### src/rtl/addr_fifo_reader.sv
// Pops addresses from the address FIFO and issues them on a valid/ready request channel.
// Optional alignment check is enabled by defining ADDR_FIFO_READER_ALIGN_CHECK_EN.
module addr_fifo_reader #(
  parameter int ADDR_W = 32,
  parameter int CNT_W  = 16
) (
  input  logic              clk,
  input  logic              reset,
  input  logic              run,
  input  logic              clr_cnt,
  input  logic [ADDR_W-1:0] addr_fifo_dout,
  input  logic              addr_fifo_empty,
  output logic              addr_fifo_rd,
  output logic [ADDR_W-1:0] req_addr,
  output logic              req_valid,
  input  logic              req_ready,
  output logic              busy,
  output logic [CNT_W-1:0]  issued_cnt,
  output logic [CNT_W-1:0]  err_cnt
);

  typedef enum logic [1:0] {
    IDLE = 2'd0,
    READ = 2'd1,
    LOAD = 2'd2,
    SEND = 2'd3
  } state_t;

  state_t            state_r;
  state_t            state_s;
  logic              load_s;
  logic              issue_s;
  logic              drop_s;
  logic              misalign_s;
  logic              more_s;
  logic [ADDR_W-1:0] req_addr_r;
  logic              rd_r;
  logic              valid_r;
  logic              busy_r;
  logic [CNT_W-1:0]  issued_r;
  logic [CNT_W-1:0]  err_r;

  function automatic logic [CNT_W-1:0] sat_inc(input logic [CNT_W-1:0] v);
    if (v == {CNT_W{1'b1}}) begin
      sat_inc = v;
    end else begin
      sat_inc = v + {{(CNT_W-1){1'b0}}, 1'b1};
    end
  endfunction

`ifdef ADDR_FIFO_READER_ALIGN_CHECK_EN
  assign misalign_s = (addr_fifo_dout[1:0] != 2'b00);
`else
  assign misalign_s = 1'b0;
`endif

  // The empty check is made here so that READ only ever follows a non-empty FIFO.
  assign more_s = run && !addr_fifo_empty;

  // Next-state decode and per-cycle action strobes.
  always_comb begin
    state_s = state_r;
    load_s  = 1'b0;
    issue_s = 1'b0;
    drop_s  = 1'b0;
    case (state_r)
      IDLE: begin
        if (more_s) begin
          state_s = READ;
        end else begin
          state_s = IDLE;
        end
      end
      READ: begin
        state_s = LOAD;
      end
      LOAD: begin
        if (misalign_s) begin
          drop_s  = 1'b1;
          state_s = more_s ? READ : IDLE;
        end else begin
          load_s  = 1'b1;
          state_s = SEND;
        end
      end
      SEND: begin
        if (req_ready) begin
          issue_s = 1'b1;
          state_s = more_s ? READ : IDLE;
        end else begin
          state_s = SEND;
        end
      end
      default: begin
        state_s = IDLE;
      end
    endcase
  end

  // State register with registered strobes decoded from the next state.
  always_ff @(posedge clk or negedge reset) begin
    if (!reset) begin
      state_r <= IDLE;
      rd_r    <= 1'b0;
      valid_r <= 1'b0;
      busy_r  <= 1'b0;
    end else begin
      state_r <= state_s;
      rd_r    <= (state_s == READ);
      valid_r <= (state_s == SEND);
      busy_r  <= (state_s != IDLE);
    end
  end

  // Request address capture; held for the whole SEND phase.
  always_ff @(posedge clk or negedge reset) begin
    if (!reset) begin
      req_addr_r <= {ADDR_W{1'b0}};
    end else if (load_s) begin
      req_addr_r <= addr_fifo_dout;
    end
  end

  // Saturating status counters; clear has priority over increment.
  always_ff @(posedge clk or negedge reset) begin
    if (!reset) begin
      issued_r <= {CNT_W{1'b0}};
      err_r    <= {CNT_W{1'b0}};
    end else if (clr_cnt) begin
      issued_r <= {CNT_W{1'b0}};
      err_r    <= {CNT_W{1'b0}};
    end else begin
      if (issue_s) begin
        issued_r <= sat_inc(issued_r);
      end
      if (drop_s) begin
        err_r <= sat_inc(err_r);
      end
    end
  end

  assign addr_fifo_rd = rd_r;
  assign req_valid    = valid_r;
  assign busy         = busy_r;
  assign req_addr     = req_addr_r;
  assign issued_cnt   = issued_r;
  assign err_cnt      = err_r;

endmodule
### config.mk
export PLATFORM = sky130hd
export DESIGN_NAME = addr_fifo_reader
export DESIGN_NICKNAME = d
export VERILOG_FILES = /design/src/rtl/addr_fifo_reader.sv
export SDC_FILE = /design/constraint.sdc
export NUM_CORES = 1
export LEC_CHECK = 0
export ABC_AREA = 1
export BUFFER_PORTS_ARGS = -buffer_cell sky130_fd_sc_hd__buf_4
export CORE_MARGIN = 2
export CORE_UTILIZATION = 40
export CTS_CLUSTER_DIAMETER = 100
export DETAILED_ROUTE_END_ITERATION = 16
export PLACE_DENSITY = 0.68
export SYNTH_ARGS = -nofsm -noshare
export SYNTH_HDL_FRONTEND = slang
export SYNTH_SLANG_ARGS = --single-unit
### constraint.sdc
create_clock -name clk -period 2.4 [get_ports clk]
set_input_delay 0.48 -clock clk [delete_from_list [all_inputs] [get_ports clk]]
set_output_delay 0.48 -clock clk [all_outputs]
set_load 0.01 [all_outputs]
==> reports/qor.yml <==
synth:
  ys_seq_area_frac: 0.509
  yosysWarningCount: 0
  postSynthAreaPerCell_sq_um: 10.2
  ys_types: 28
  yosys_register_bits: 53
  synth_cells: 256
  netlist_area_sq_um: 2610
clocking:
  cts_hold_buf: 0
  cts_made_buffers: 5
  cts_root_buffer: "clkbuf_8"
  clock_path_buffers: 2
  post_cts_buffers: 0
  clk_latency_ns: 0.30
  htreeDepth: 2
  cts_sinks: 53
  tritoncts: "yes"
  clk_pin_slew_ns: 0.09
  post_cts_resized: 0
setup_path:
  critPathBufInv: 2
  cp-start-kind: "flop"
  endpoint_kind: "flop"
  cp.required_ns: 2.60
  cp_slowest_cell: "dfrtp_1"
  crit_type: "reg -> reg"
  cp.arrival_ns: 1.85
  crit_chain: "ha_1 > nand2_2 > nor2_4 > nand2_2 > clkinv_2 > nand3_4 > nand2_8 > inv_1 > nand2_1 > nand2_1"
  critical_path.top_delay_family: "simple AND/OR/NAND/NOR gates"
  cpPeakStageDelay_ns: 0.45
  crit_fanout: 28
sta:
  final.period_utilization: 0.689
  rsz0062_at_grt: "no"
  holdWs_ns: 0.197
  max-slew-margin-rel: 0.559
  hold_viol_final: 0
  period_minus_slack_ns: 1.65
  drv_slew: 0
  fmax_mhz: 605
  tns_ns: 0
  worstMarginPinSlew_ns: 0.662
  setup_viol: 0
  skew_ns: 0.00678
place:
  port_buffers: 88
  hpwl_um: 3750
  placed_cells: 416
  gp_congestion: 0.821
worst_hold_path:
  hp-class: "in -> async"
status:
  run_status: "completed"
floorplan:
  die_w_um: 84.7
  rows: 29
  start_util: 0.413
  core_sq_um: 6310
  io_pins: 105
  die_area_sq_um: 7180
  die_height_um: 84.7
detailed_routing:
  wirelength_um: 5140
  vias: 2006
  drcViolationCount: 0
  firstDrtPassIters: 4
  post_drt_wl_per_cell_um: 12.1
  postRouteAntennaNets: 0
  drt_first_iter_violations: 110
  drt-vias-per-instance: 4.73
global_route:
  grt.overflow.total: 0
  antenna_found_initial: 0
  grt_usage: 0.151
  grt_pass1_wl_um: 8840
  grt_max_degree: 54
  grt_pass1_vias: 1976
job:
  cap_viol_max_count: 0
cells_and_area:
  final_nets: 385
  area_growth_pct: 29.1
  drive_above_1_share: 0.435
  diodes: 0
  fin_cells: 424
pwr:
  peakVddDrop_mv: 0.597
  power_density_nw_per_um2: 995
  leakagePower_nw: 1.62
per-stage QoR:
step	power, mW	utilization	setup WS [ns]	area [sq um]
detailed placement	2.83	0.516	0.752	3260
global placement	2.80	0.516	0.830	3260
CTS	3.41	0.533	0.747	3370
floorplan	2.21	-	0.850	2660
global route	3.57	0.533	0.593	3370
finish	3.35	0.533	0.747	3370
registers in the layout (all words and copies together) (netlist names):
signal and cells:
addr_fifo_rd 1, busy 1, issued_cnt 16, req_addr 32, req_valid 1, state_r 2
Yosys cell counts:
| cell type | number | area, sq um |
|---|---|---|
| dfrtp_1 | 53 | 1330 |
| nand2_1 | 53 | 199 |
| mux2_2 | 32 | 360 |
| inv_1 | 19 | 71.3 |
| nand3_1 | 18 | 90.1 |
| buf_4 | 16 | 120 |
| nor2_1 | 15 | 56.3 |
| o21ai_2 | 9 | 78.8 |
| nand4_1 | 6 | 37.5 |
| o21ai_1 | 5 | 25.0 |
| buf_2 | 4 | 20.0 |
| nand2_2 | 4 | 25.0 |
| a21oi_1 | 3 | 15.0 |
| nor2_2 | 2 | 12.5 |
| nor2_4 | 2 | 22.5 |
| o21ai_0 | 2 | 10.0 |
| xor2_1 | 2 | 17.5 |
| buf_12 | 1 | 20.0 |
| buf_8 | 1 | 15.0 |
| clkinv_2 | 1 | 5.00 |
| conb_1 | 1 | 3.75 |
| ha_1 | 1 | 12.5 |
| nand2_8 | 1 | 20.0 |
| nand3_4 | 1 | 17.5 |
| nand3b_1 | 1 | 7.51 |
| nor3_1 | 1 | 5.00 |
| o21bai_1 | 1 | 7.51 |
| or2_2 | 1 | 6.26 |
layout by cell type, fill, tap and decap left out:
| cell type | Yosys | routed |
|---|---|---|
| buf_4 | 16 | 90 |
| nand2_1 | 53 | 53 |
| dfrtp_1 | 53 | 53 |
| mux2_2 | 32 | 32 |
| inv_1 | 19 | 19 |
| nand3_1 | 18 | 18 |
| conb_1 | 1 | 16 |
| nor2_1 | 15 | 15 |
| o21ai_2 | 9 | 9 |
| clkbuf_8 | 0 | 7 |
| nand4_1 | 6 | 6 |
| o21ai_1 | 5 | 5 |
| nand2_2 | 4 | 4 |
| a21oi_1 | 3 | 3 |
| nor2_2 | 2 | 2 |
| nor2_4 | 2 | 2 |
| xor2_1 | 2 | 2 |
| o21ai_0 | 2 | 2 |
| clkinv_2 | 1 | 1 |
| nand3_4 | 1 | 1 |
| nand2_8 | 1 | 1 |
| o21bai_1 | 1 | 1 |
| or2_2 | 1 | 1 |
| nor3_1 | 1 | 1 |
| nand3b_1 | 1 | 1 |
| ha_1 | 1 | 1 |
| inv_6 | 0 | 1 |
metal layers:
metal	wire length [um]	track usage	vias to the layer above
met2	2550	0.249	71
met5	0	0	-
met4	48	0.0505	0
met1	2170	0.194	949
li1	-	-	982
met3	373	0.0403	4
worst register-to-register path, cell delays in order, from the launching register on:
cell and delay (ns):
dfrtp_1 0.45, ha_1 0.25, nand2_2 0.08, nor2_4 0.15, nand2_2 0.10, clkinv_2 0.07
nand3_4 0.10, nand2_8 0.20, inv_1 0.06, nand2_1 0.06, nand2_1 0.04
final timing paths:
path,slack (ns),to,cells after the start,start
max,0.75,issued_cnt[7],10,issued_cnt[0]
min reg2reg,0.51,req_addr[25],1,req_addr[25]
max in group asynchronous,1.76,busy,1,reset
min in group clk,0.40,req_addr[5],2,addr_fifo_dout[5]
min,0.20,req_addr[23],1,reset
max reg2reg,0.75,issued_cnt[7],10,issued_cnt[0]
cell families (layout without fill, tap and decap cells):
kind of cell / Yosys count / count (layout) / share of synthesized area
buffers and inverters: 42 / 118 / 0.0964
multiplexers: 32 / 32 / 0.138
AND/OR/NAND/NOR: 105 / 105 / 0.191
XOR/XNOR: 2 / 2 / 0.00672
other: 1 / 16 / 0.00144
adder cells (fa/ha/maj): 1 / 1 / 0.00480
AO/OA/AOI/OAI: 20 / 20 / 0.0523
flip-flops: 53 / 53 / 0.509
area by class of cell:
cell class | count | area [sq um]
fill | 592 | 2950
sequential | 53 | 1330
multi-input combinational | 176 | 1090
timing repair buffer | 90 | 676
clock buffer | 7 | 96.3
tap | 77 | 96.3
inverter | 20 | 76.3
clock inverter | 1 | 8.76
power by group:
group	leakage (nW)	internal, mW	switching, mW	total (mW)
sequential	0.654	1.23	0.178	1.41
clock	0.0549	0.267	0.290	0.557
combinational	0.914	0.793	0.595	1.39
No activity file was read; power rests on OpenSTA's default activity.
